### config.mk
export PLATFORM = sky130hd
export DESIGN_NAME = force_reg_bank
export DESIGN_NICKNAME = d
export VERILOG_FILES = /design/src/rtl/force_reg_bank.sv
export SDC_FILE = /design/constraint.sdc
export NUM_CORES = 1
export LEC_CHECK = 0
export ABC_CLOCK_PERIOD_IN_PS = 4500
export CAP_MARGIN = 25
export CORE_MARGIN = 3
export CORE_UTILIZATION = 52
export DETAILED_ROUTE_END_ITERATION = 12
export DONT_BUFFER_PORTS = 1
export MAX_ROUTING_LAYER = met4
export PLACE_DENSITY = 0.66
export SLEW_MARGIN = 30
export SYNTH_ARGS = -nofsm -noshare
export SYNTH_HDL_FRONTEND = slang
export SYNTH_SLANG_ARGS = --single-unit
### constraint.sdc
create_clock -name clk -period 4.5 [get_ports clk]
set_clock_uncertainty 0.15 [all_clocks]
set_input_delay 0.9 -clock clk [delete_from_list [all_inputs] [get_ports clk]]
set_output_delay 0.9 -clock clk [all_outputs]
set_load 0.005 [all_outputs]
### src/rtl/force_reg_bank.sv
// Multi-channel clocked sample registers with per-channel indefinite or timed force/release.
// Define FORCE_REG_BANK_STATS_EN to build the saturating accepted-force counter.

module force_reg_lane #(
   parameter int WIDTH   = 8,
   parameter int TIMER_W = 8
) (
   input  logic               clk,
   input  logic               rst,
   input  logic [WIDTH-1:0]   d,
   input  logic               frc,
   input  logic               rel,
   input  logic [WIDTH-1:0]   frc_val,
   input  logic [TIMER_W-1:0] frc_cyc,
   output logic [WIDTH-1:0]   q,
   output logic               forced
);
   typedef enum logic [1:0] {NORMAL, HOLD, TIMED} state_t;

   state_t             state_q, state_d;
   logic [TIMER_W-1:0] timer_q, timer_d;
   logic [WIDTH-1:0]   q_q, q_d;
   logic               forced_q, forced_d;

   always_comb begin
      state_d = state_q;
      timer_d = timer_q;
      q_d     = q_q;
      // A force always wins, including over a release to the same lane.
      if (frc) begin
         q_d = frc_val;
         if (frc_cyc == '0) begin
            state_d = HOLD;
            timer_d = '0;
         end else begin
            state_d = TIMED;
            timer_d = frc_cyc - TIMER_W'(1);
         end
      end else begin
         case (state_q)
            HOLD: begin
               if (rel) begin
                  state_d = NORMAL;
                  q_d     = d;
               end
            end
            TIMED: begin
               if (rel || timer_q == '0) begin
                  state_d = NORMAL;
                  timer_d = '0;
                  q_d     = d;
               end else begin
                  timer_d = timer_q - TIMER_W'(1);
               end
            end
            default: begin
               state_d = NORMAL;
               q_d     = d;
            end
         endcase
      end
      forced_d = (state_d != NORMAL);
   end

   always_ff @(posedge clk or posedge rst) begin
      if (rst) begin
         state_q  <= NORMAL;
         timer_q  <= '0;
         q_q      <= '0;
         forced_q <= 1'b0;
      end else begin
         state_q  <= state_d;
         timer_q  <= timer_d;
         q_q      <= q_d;
         forced_q <= forced_d;
      end
   end

   assign q      = q_q;
   assign forced = forced_q;
endmodule

module force_reg_bank #(
   parameter  int WIDTH    = 8,
   parameter  int CHANNELS = 4,
   parameter  int TIMER_W  = 8,
   localparam int CH_W     = (CHANNELS > 1) ? $clog2(CHANNELS) : 1
) (
   input  logic                         clk,
   input  logic                         rst,
   input  logic [CHANNELS*WIDTH-1:0]    d_in,
   input  logic                         force_req,
   input  logic [CH_W-1:0]              force_ch,
   input  logic [WIDTH-1:0]             force_val,
   input  logic [TIMER_W-1:0]           force_cycles,
   input  logic                         release_req,
   input  logic [CH_W-1:0]              release_ch,
   output logic [CHANNELS*WIDTH-1:0]    q_out,
   output logic [CHANNELS-1:0]          forced,
   output logic                         cmd_err,
   output logic [15:0]                  force_count
);
   localparam int unsigned NCH = CHANNELS;

   logic force_bad, release_bad;
   logic cmd_err_q, cmd_err_d;

   // Widen before comparing so a power-of-two CHANNELS does not wrap in CH_W bits.
   assign force_bad   = force_req   && (32'(force_ch)   >= NCH);
   assign release_bad = release_req && (32'(release_ch) >= NCH);

   always_comb begin
      cmd_err_d = force_bad || release_bad;
   end

   always_ff @(posedge clk or posedge rst) begin
      if (rst) cmd_err_q <= 1'b0;
      else     cmd_err_q <= cmd_err_d;
   end

   assign cmd_err = cmd_err_q;

   for (genvar c = 0; c < CHANNELS; c++) begin : g_lane
      force_reg_lane #(
         .WIDTH   (WIDTH),
         .TIMER_W (TIMER_W)
      ) u_lane (
         .clk     (clk),
         .rst     (rst),
         .d       (d_in[c*WIDTH +: WIDTH]),
         .frc     (force_req && (force_ch == CH_W'(c))),
         .rel     (release_req && (release_ch == CH_W'(c))),
         .frc_val (force_val),
         .frc_cyc (force_cycles),
         .q       (q_out[c*WIDTH +: WIDTH]),
         .forced  (forced[c])
      );
   end

`ifdef FORCE_REG_BANK_STATS_EN
   logic [15:0] cnt_q, cnt_d;

   always_comb begin
      cnt_d = cnt_q;
      if (force_req && !force_bad && cnt_q != 16'hFFFF) cnt_d = cnt_q + 16'd1;
   end

   always_ff @(posedge clk or posedge rst) begin
      if (rst) cnt_q <= '0;
      else     cnt_q <= cnt_d;
   end

   assign force_count = cnt_q;
`else
   assign force_count = '0;
`endif
endmodule

# After elaboration in Yosys (flattened, before gate mapping)
# Index checks and enable logic that the tools add are counted.
# Widths: inputs -> output; s select.
dict set report classes {
  n_addsub 5
  eq_ne 22
  muxes 46
  n_reduce_logical 31
}
# op count
set op_table {}
lappend op_table {{$mux 8} 25}
lappend op_table {{$pmux 8 s2} 4}
lappend op_table {{$logic_not 8->1} 5}
lappend op_table {{$sub 8x1->8 const B} 5}
lappend op_table {{$mux 2} 13}
lappend op_table {{$ne 3x1->1 const B} 8}
lappend op_table {{$eq 2x2->1 const B} 8}
lappend op_table {{$pmux 2 s2} 4}
lappend op_table {{$reduce_bool 2->1} 8}
lappend op_table {{$eq 2x1->1 const B} 6}
lappend op_table {{$logic_and 1x1->1} 8}
lappend op_table {{$reduce_and 2->1} 4}
lappend op_table {{$logic_not 2->1} 2}
lappend op_table {{$logic_or 1x1->1} 4}
dict set report totals {
  ff_bits 76
  input_bits 56
  output_inout_bits 53
  wordCells 120
}

# Logic depth before layout (Yosys ltp)
dict set report logic_depth {
  depth_word 7
  ltp_mapped 7
  mapped_depth_nobuf 6
}

# By module
# From an unflattened synthesis, not the netlist that was laid out.
dict set report hier_totals {
  hier_cells 558
  hier_area_um2 5127.4
}
# mod n_inst cells_each area_each_um2 seq_area_each_um2
set modules_own_cells {}
lappend modules_own_cells {{force_reg_lane (g_lane[0].u_lane ...)} 3 132 1221.2 475.5}
lappend modules_own_cells {{force_reg_lane (g_lane[3].u_lane)} 1 136 1257.5 475.5}
lappend modules_own_cells {force_reg_bank 1 26 206.4 0.0}

# Worst setup path after synthesis
# No wires, ideal clock.
dict set report synth_timing {
  path_kind {input -> register}
  start {in force_ch[0]}
  end {reg g_lane[3].u_lane.q_q[0]}
  setup_ns 0.125
  arrival_time_ns 2.145
  t_required_ns 4.225
  path_slack_ns 2.080
  stages 7
  n_path_buf 3
  cell_sequence {buf_2 nand3_2 and2_2 clkbuf_1 a2bb2oi_2 buf_6 mux2_4}
}
dict set report synth_via {
  elab_chain_cells 4
  elab_cells_between_ends 6
  classes_between {eq/ne: 3; mux: 1; reduce/logical: 2}
}
# item line_no
set synth_rtl {}
lappend synth_rtl {{start: declaration} 93} ;# input logic [CH_W-1:0] force_ch,
lappend synth_rtl {{$eq 2x2->1 *} 131} ;# .frc (force_req && (force_ch == CH_W'(c))),
lappend synth_rtl {{$logic_and 1x1->1 *} 131}
lappend synth_rtl {{$ne 3x1->1 (no source line)} n/a}
lappend synth_rtl {{$reduce_and 2->1 (no source line)} n/a}
lappend synth_rtl {{end signal: assignment} 74} ;# q_q <= q_d;
lappend synth_rtl {{end: declaration} 22} ;# logic [WIDTH-1:0] q_q, q_d;
# Mark *: on every way between the ends. The rest lies on a longest branch, timed or not.
# A chain may end at the register's enable or synchronous reset.

# Worst setup path in the final report
dict set report layout_timing {
  start {reg g_lane[0].u_lane.timer_q[0]}
  end {reg g_lane[0].u_lane.q_q[7]}
}
dict set report layout_via {
  elab_chain_cells 4
}
# item line_no
set layout_rtl {}
lappend layout_rtl {{start: declaration} 21} ;# logic [TIMER_W-1:0] timer_q, timer_d;
lappend layout_rtl {{start signal: assignment} 73} ;# timer_q <= timer_d;
lappend layout_rtl {{$logic_not 8->1} 48} ;# if (rel || timer_q == '0) begin
lappend layout_rtl {{$logic_or 1x1->1} 48}
lappend layout_rtl {{$ne 3x1->1 (no source line)} n/a}
lappend layout_rtl {{$reduce_and 2->1 (no source line)} n/a}
lappend layout_rtl {{end signal: assignment} 74}
lappend layout_rtl {{end: declaration} 22}
# Every way passes these cells.

==> out/metrics.yaml <==
status: "finished clean"
start_util_pct: 54.2
place_inst: 606
grt_pass1_vias: 3645
cts_buffer_depth: 2
drt-pass1-iter-count: 5
met2_usage_pct: 36.9
worstPathMaxFanout: 11
cpMaxStageDelayCell: "o21ai_1"
grt_pass1_wl_mm: 19.0
cts.sinks: 76
ctsResizeCount: 0
p_leak_nw: 2.19
ant_nets: 0
worstPathRequired_ns: 4.59
yosysSeqAreaShare_pct: 39.8
finalSetupTns_ns: 0
pre_cts_slack_ns: 1.53
routed_via_density: 6.09
antenna_found_initial: 0
synth.avg_cell_area_sq_um: 9.20
relSlewSlack_pct: 36.6
layout_commonest_cell: "nand2_1"
coreArea_sq_mm: 0.00881
slowest_delay_ns: 0.76
cap_viol_max_count: 0
vdd_drop_max_mv: 0.197
mostFrequentLayoutCells: "nand2_1 (121), dfrtp_1 (76), inv_1 (27)"
worstHoldPathType: "flop to flop"
use_met1_pct: 32.9
cts-buffers-inserted: 9
synth-main-ff-cell: "dfrtp_1"
use_met3_pct: 4.03
grt_start_max_net_pins: 40
fillers: 795
rsz0062_at_grt: "no"
drcViolationCount: 0
wire_per_inst_um: 19.4
cp_data_arrival_time_ns: 2.77
grt_use_total_pct: 24.2
clkSlewWorstSetupHoldPaths_ns: 0.09
stdcell_area_sq_mm: 0.00493
grt-busiest-layer: "met2"
setup.worst_path.start: "g_lane[0].u_lane.timer_q[0]"
async_flop_share_pct: 100
period_share_pct: 59.4
synth-simple-area-share_pct: 23.3
worstSkewPairLatency_ns: 0.36
reg2reg_to: "g_lane[0].u_lane.q[7]"
worst_setup_path_start_kind: "flop"
routabilityCongestion: 0.888
placed_area_sq_mm: 0.00474
tightest_slew_ns: 0.944
power_mw: 1.93
die_w_um: 102
end_kind: "flop"
yosys-mux-area-fraction_pct: 8.30
cts_tree: "yes"
pin_count: 109
die_area_sq_mm: 0.0104
fin_cells: 621
post-route-util_pct: 56.0
criticalPathCategory: "flop to flop"
power_density_mw_per_mm2: 392
synthToLayoutAreaGrowth_pct: 3.22
ys_warn_count: 0
synth_xor_area_share_pct: 2.20
fin_crit_ns: 2.67
hpwl_mm: 8.89
syn-instance-count: 519
ff2ff_path_depth: 6
post_cts_buffers: 0
synth_top_family_by_area: "simple AND/OR/NAND/NOR gates"
setup_ws_ns: 1.83
reg2reg_setup_slack_ns: 1.83
synthAdderAreaFrac_pct: 4.71
cts_root_buffer: "clkbuf_8"
die_h_um: 102
crit_end: "g_lane[0].u_lane.q[7]"
port_buffers: 0
drt_wl_total_mm: 12.1
drt_iter0_markers: 234
synth-compound-area-share_pct: 14.0
setup_violations: 0
yosysUniqueCellTypes: 61
drive_above_1_share_pct: 12.7
netlist_area_sq_mm: 0.00478
holdWs_ns: 0.396
fmax_ghz: 0.374
reg2reg_from: "g_lane[0].u_lane.timer_q[0]"
final_nets: 583
htreeDepth: 3
synth_edf_count: 0
finalHoldViolations: 0
grt-ovfl-total: 0
cts_hold_buf: 0
row_count: 34
dr_total_vias: 3782
slew_viol_final: 0
diodes: 0
ys_seq_elements: 76
path_cells: "inv_1 > ha_1 > nor3b_1 > a21boi_0 > o21ai_1 > mux2_2"
[power by group]
| group | internal, mW | switching [mW] |
|---|---|---|
| sequential | 0.802 | 0.138 |
| clock | 0.254 | 0.270 |
| combinational | 0.214 | 0.255 |
| total | 1.27 | 0.663 |
[layer usage]
| layer | share of wire, % | vias up |
|---|---|---|
| met3 | 6.2 | 20 |
| li1 | - | 1785 |
| met1 | 45 | 1849 |
| met5 | 0 | - |
| met4 | 1.8 | 0 |
| met2 | 47 | 128 |
[registers in the layout, summed over array words and instances (netlist names)]
name                   cells
g_lane.u_lane.q           32
g_lane.u_lane.state_q      8
g_lane.u_lane.timer_q     32
g_lane.u_lane.forced       4
[cells by family after synthesis]
group | Yosys count
AND/OR/NAND/NOR | 220
adder cells (fa/ha/maj) | 18
other | 1
XOR/XNOR | 12
multiplexers | 33
flip-flops | 76
AO/OA/AOI/OAI | 91
buffers and inverters | 68
[layout make-up]
| class | instances | area [sq um] | share of cell area [%] |
|---|---|---|---|
| clock buffers | 9 | 124 | 2.51 |
| inverters | 28 | 105 | 2.13 |
| repair buffers | 3 | 22.5 | 0.457 |
| flip-flops and latches | 76 | 1900 | 38.6 |
| clock inverters | 6 | 65.1 | 1.32 |
| well taps | 108 | 135 | 2.74 |
| multi-input cells | 391 | 2580 | 52.3 |
[worst min path at each step]
stage	slack [ns]	cells after the start	end	from
5_1_grt	0.41	1	g_lane[2].u_lane.q[4]	g_lane[2].u_lane.q[4]
3_5_place_dp	0.38	1	g_lane[2].u_lane.q[3]	g_lane[2].u_lane.q[3]
4_1_cts	0.40	1	g_lane[2].u_lane.q[3]	g_lane[2].u_lane.q[3]
3_3_place_gp	0.38	1	g_lane[3].u_lane.q[7]	g_lane[3].u_lane.q[7]
2_1_floorplan	0.35	2	g_lane[2].u_lane.timer_q[1]	g_lane[2].u_lane.timer_q[1]
6_report	0.40	1	g_lane[2].u_lane.q[3]	g_lane[2].u_lane.q[3]
[synth_stat cells, types with 4 or more instances]
cell / number / share of area, %
nor3_1: 7 / 0.73
ha_1: 18 / 4.7
xor2_1: 5 / 0.92
nor2_1: 22 / 1.7
nand2_1: 121 / 9.5
nand3b_1: 5 / 0.79
o31ai_1: 10 / 1.6
o221ai_1: 14 / 2.6
nand4b_1: 6 / 1.1
nand3_1: 16 / 1.7
clkbuf_1: 8 / 0.63
inv_1: 28 / 2.2
mux2_4: 7 / 2.2
dfrtp_1: 76 / 40
buf_4: 24 / 3.8
a21oi_1: 12 / 1.3
o32ai_1: 5 / 0.92
o211ai_1: 9 / 1.4
mux2_2: 25 / 5.9
a21boi_0: 4 / 0.63
o21ai_0: 11 / 1.2
buf_2: 7 / 0.73
nor3b_1: 9 / 1.4
xnor2_1: 7 / 1.3
[worst max-delay path, delay by kind of cell, from the launching register on]
kind                     cells  cell delay [ns]
AO/OA/AOI/OAI                2             0.91
AND/OR/NAND/NOR              1             0.37
adder cells (fa/ha/maj)      1             0.19
buffers and inverters        1             0.10
flip-flops                   1             0.44
multiplexers                 1             0.41
(Power assumes the default switching activity.)
==> patch 1, RTL diff (same settings) <==
Register the output `q_out`; this adds one clock of latency there. The other outputs are not delayed to match.
--- a/src/rtl/force_reg_bank.sv
+++ b/src/rtl/force_reg_bank.sv
@@ -103,4 +103,6 @@
    localparam int unsigned NCH = CHANNELS;
 
+   logic [CHANNELS*WIDTH-1:0] q_c;
+
    logic force_bad, release_bad;
    logic cmd_err_q, cmd_err_d;
@@ -133,5 +135,5 @@
          .frc_val (force_val),
          .frc_cyc (force_cycles),
-         .q       (q_out[c*WIDTH +: WIDTH]),
+         .q       (q_c[c*WIDTH +: WIDTH]),
          .forced  (forced[c])
       );
@@ -155,4 +157,8 @@
    assign force_count = '0;
 `endif
+   always_ff @(posedge clk) begin
+      q_out <= q_c;
+   end
+
 endmodule
 
Check against the original RTL: not equivalent (Yosys sat finds a counterexample within 4 cycles, from zero or initial values and one cycle with rst high).
==> patch 1 against the original RTL <==
  * Worst setup slack improved by 68 ps
  * Largest power group unchanged
  * Sequential share of layout area rose by 7.6 points
  * Critical path depth decreased by 2
  * Synthesized area grew 11%
  * Wire length grew 5.6%
  * Power increased by 22%
  * Die area increased by 11%
  * Largest cell class is now sequential cells
  * Sequential cell count grew 32
  * Design area up 12%
==> patch 1: results <==
drt:
  drtIter0Drc: 276
  via_count: 3937
  routed_wl_um: 12700
power_and_ir_drop:
  p_switching_uw: 778
  p_leak_uw: 0.00242
  peakVddDrop_mv: 0.177
yosys:
  synthTopCellsByArea: "dfrtp_1 (36%), dfxtp_1 (12%), nand2_1 (8.4%), mux2_2 (5.3%), ha_1 (4.2%)"
  synth.distinct_cells: 55
  syn_avg_cell_area_um2: 9.78
  async_reset_ff_frac: 0.704
  synth-seq-area-share: 0.479
  ys_top_cells_by_count: "nand2_1 (119), dfrtp_1 (76), dfxtp_1 (32), mux2_2 (25), inv_1 (23)"
  ys_warn_count: 0
placed_design:
  hpwl_um: 9060
  dp_cells: 651
  dpl_cell_area_um2: 5300
  portBuffers: 0
  gp_congestion: 0.849
cts:
  clock_path_buffers: 2
  ctsRootBufferMaster: "clkbuf_8"
  clk_pin_slew_ps: 110
  clock_latency_ps: 390
global_routing:
  met1_usage: 0.293
  met3_usage: 0.0596
  grt_usage: 0.232
  grtUsageMet2: 0.375
  grt_pass1_wl_um: 20100
  grt_start_max_net_pins: 49
  antenna_found_initial: 0
layout:
  nets: 604
  drive_above_1_share: 0.112
  instances_no_fill: 668
setup_path:
  critPathArrivalTime_ps: 2740
min_path:
  hp-class: "flip-flop to flip-flop"
outcome:
  status: "finished clean"
sta:
  worstMarginPinSlew_ps: 877
-- patch 1: worst max-delay path: stages (launching register included) --
cell	delay, ps
dfrtp_1	440
or4_1	560
or3_1	500
a22oi_4	470
mux2_2	390
-- patch 1: path summary, 6_finish.rpt --
path                       slack, ps                                end  depth (start not counted)                               startpoint
setup / recovery                1890  g_lane[1].u_lane.q[6]$_DFFE_PP0P_                          4  g_lane[1].u_lane.timer_q[5]$_DFFE_PP0P_
hold / removal                   220                  q_out[31]$_DFF_P_                          0        g_lane[3].u_lane.q[7]$_DFFE_PP0P_
setup reg to reg                1890  g_lane[1].u_lane.q[6]$_DFFE_PP0P_                          4  g_lane[1].u_lane.timer_q[5]$_DFFE_PP0P_
hold reg to reg                  220                  q_out[31]$_DFF_P_                          0        g_lane[3].u_lane.q[7]$_DFFE_PP0P_
max in group asynchronous       2820  g_lane[0].u_lane.q[7]$_DFFE_PP0P_                          2                                      rst
min in group asynchronous        310  g_lane[2].u_lane.q[0]$_DFFE_PP0P_                          1                                      rst
-- patch 1: per-stage QoR --
stage	worst slack [ps]	hold WS (ps)
floorplan	1510	194
global placement	1660	199
detailed placement	1640	205
CTS	1860	227
global route	1810	238
finish	1890	224
-- patch 1: layer usage --
layer	wire, um	up-vias
met3	698	14
met5	0	-
met1	5420	1956
met4	146	0
met2	6470	127
li1	-	1840
-- patch 1: layout make-up --
cell class / instances / area (um2)
fillers: 885 / 4350
flip-flops and latches: 108 / 2540
multi-input cells: 383 / 2480
well taps: 133 / 166
clock buffers: 10 / 138
inverters: 23 / 86.3
clock inverters: 6 / 58.8
repair buffers: 5 / 35.0
-- patch 1: cell families (layout without fill, tap and decap cells) --
kind of cell,count (synthesis),after routing,share of synthesized area
and+or+nand+nor,208,208,0.183
other,1,17,0.000706
DFF,108,108,0.479
muxes,34,34,0.0766
buffers and inverters,68,44,0.0671
xor gates and xnor gates,15,15,0.0247
AOI/OAI and AO/OA,91,91,0.127
adders and majority gates,18,18,0.0424
-- patch 1: power by group through the flow --
stage	registers [uW]	logic, uW	clock network (uW)
final	1300	467	587
after CTS	1290	464	600
after floorplan	1270	397	0
after global routing	1320	532	637
after detailed placement	1310	464	0
after global placement	1310	446	0
==> patch 2, RTL diff (same settings) <==
Without the edit above. Build with the macro `FORCE_REG_BANK_STATS_EN` defined.
--- a/src/rtl/force_reg_bank.sv
+++ b/src/rtl/force_reg_bank.sv
@@ -1,4 +1,6 @@
 // Multi-channel clocked sample registers with per-channel indefinite or timed force/release.
 // Define FORCE_REG_BANK_STATS_EN to build the saturating accepted-force counter.
+
+`define FORCE_REG_BANK_STATS_EN
 
 module force_reg_lane #(
Function: changed (a bounded check fails within 4 cycles, from zero or initial values and one cycle with rst high).
==> patch 2 against the original RTL <==
  * Non-clock buffer count is the same
  * Sequential cell count grew 16
  * Core utilization grew 1.4 points
  * Die area grew 7.4%
  * Design area grew 9.5%
  * Via count grew 12%
  * Count of clock-buffer cells in the layout grew 1
  * Sequential share of layout area grew 4.1 points
  * Wire length grew 6.1%
  * Synthesized area grew 7.9%
  * Worst setup slack gained 230 ps
  * Power grew 11%
==> patch 2: results <==
min_path:
  hp-class: "input port to asynchronous set/reset pin"
yosys:
  synth.distinct_cells: 69
  synthTopCellsByArea: "dfrtp_1 (45%), nand2_1 (8.0%), ha_1 (4.6%), nor2_1 (4.2%), a31oi_1 (3.0%)"
  synth-seq-area-share: 0.447
  syn_avg_cell_area_um2: 9.09
  ys_top_cells_by_count: "nand2_1 (110), dfrtp_1 (92), nor2_1 (58), a31oi_1 (25), inv_1 (24)"
placed_design:
  dpl_cell_area_um2: 5200
  hpwl_um: 9310
  gp_congestion: 0.924
  dp_cells: 675
global_routing:
  grt_pass1_vias: 4129
  grt_pass1_wl_um: 20900
  grt_start_max_net_pins: 37
  antenna_found_initial: 1
setup_path:
  critPathArrivalTime_ps: 2540
  reg2reg_depth: 7
  cpLargestDelayFamily: "simple AND/OR/NAND/NOR gates"
  crit_slowest_cell: "or3b_2"
  rr_startpoint: "g_lane[1].u_lane.timer_q[0]$_DFFE_PP0P_"
  crit-reg2reg-capture: "g_lane[1].u_lane.timer_q[7]$_DFFE_PP0P_"
  r2r_setup_slack_ps: 2150
layout:
  nets: 632
  drive_above_1_share: 0.0873
  fillers: 865
sta:
  slew_headroom: 0.462
outcome:
  status: "finished clean"
drt:
  drtIter0Drc: 359
  routed_wl_um: 12800
  via_per_inst: 6.11
power_and_ir_drop:
  peakVddDrop_mv: 0.242
[patch 2: cell type report]
cell class / count / share of cell area
antenna: 1 / 0.000463
clock buffer: 10 / 0.0255
clock inverter: 5 / 0.0114
inverter: 24 / 0.0169
multi-input combinational: 427 / 0.485
sequential: 92 / 0.426
tap: 129 / 0.0299
timing repair buffer: 3 / 0.00417
[patch 2: per-stage QoR]
| stage | hold WS [ps] | setup slack, ps | util |
|---|---|---|---|
| after floorplan | 329 | 1060 | - |
| after global placement | 355 | 1720 | 0.552 |
| after detailed placement | 356 | 1670 | 0.552 |
| after CTS | 266 | 2050 | 0.573 |
| after global routing | 278 | 1910 | 0.574 |
| final | 262 | 2060 | 0.574 |
[patch 2: cells by family (layout without fill, tap and decap cells)]
| family | Yosys count | in the layout | share of synthesized area |
|---|---|---|---|
| AND/OR/NAND/NOR | 260 | 260 | 0.243 |
| AO/OA/AOI/OAI | 113 | 113 | 0.156 |
| flip-flops | 92 | 92 | 0.447 |
| buffers and inverters | 48 | 42 | 0.0449 |
| XOR/XNOR | 23 | 23 | 0.0391 |
| adder cells (fa/ha/maj) | 19 | 19 | 0.0461 |
| multiplexers | 11 | 11 | 0.0238 |
| other | 1 | 2 | 0.000727 |
[patch 2: worst max path at each step]
stage | to | startpoint | cells after the start | slack, ps
6_report | g_lane[0].u_lane.timer_q[6]$_DFFE_PP0P_ | force_cycles[0] | 7 | 2060
2_1_floorplan | force_count[0]$_DFFE_PP0P_ | rst | 1 | 1060
4_1_cts | g_lane[0].u_lane.timer_q[6]$_DFFE_PP0P_ | force_cycles[0] | 7 | 2050
3_3_place_gp | g_lane[0].u_lane.timer_q[4]$_DFFE_PP0P_ | force_cycles[0] | 7 | 1720
5_1_grt | g_lane[3].u_lane.q[3]$_DFFE_PP0P_ | g_lane[3].u_lane.timer_q[0]$_DFFE_PP0P_ | 7 | 1910
3_5_place_dp | g_lane[0].u_lane.timer_q[6]$_DFFE_PP0P_ | force_cycles[0] | 7 | 1670
[patch 2: where the power goes]
group	internal, uW	switching, uW	total (uW)
clock network	271	297	568
logic	206	239	445
registers	961	164	1130
[patch 2: per-layer routing]
layer,GRT usage,up-vias,routed length [um]
met5,-,-,0
met4,0.0860,0,263
met3,0.0453,28,781
met2,0.393,156,6460
met1,0.299,2038,5290
li1,-,1997,-
[patch 2: worst reg2reg max path: cells and delay by family, from the launching register on]
kind	cells	cell delay (ps)
compound gates	3	1010
fa+ha+maj	1	200
flops	1	400
buf+inv	1	80
simple gates	2	440
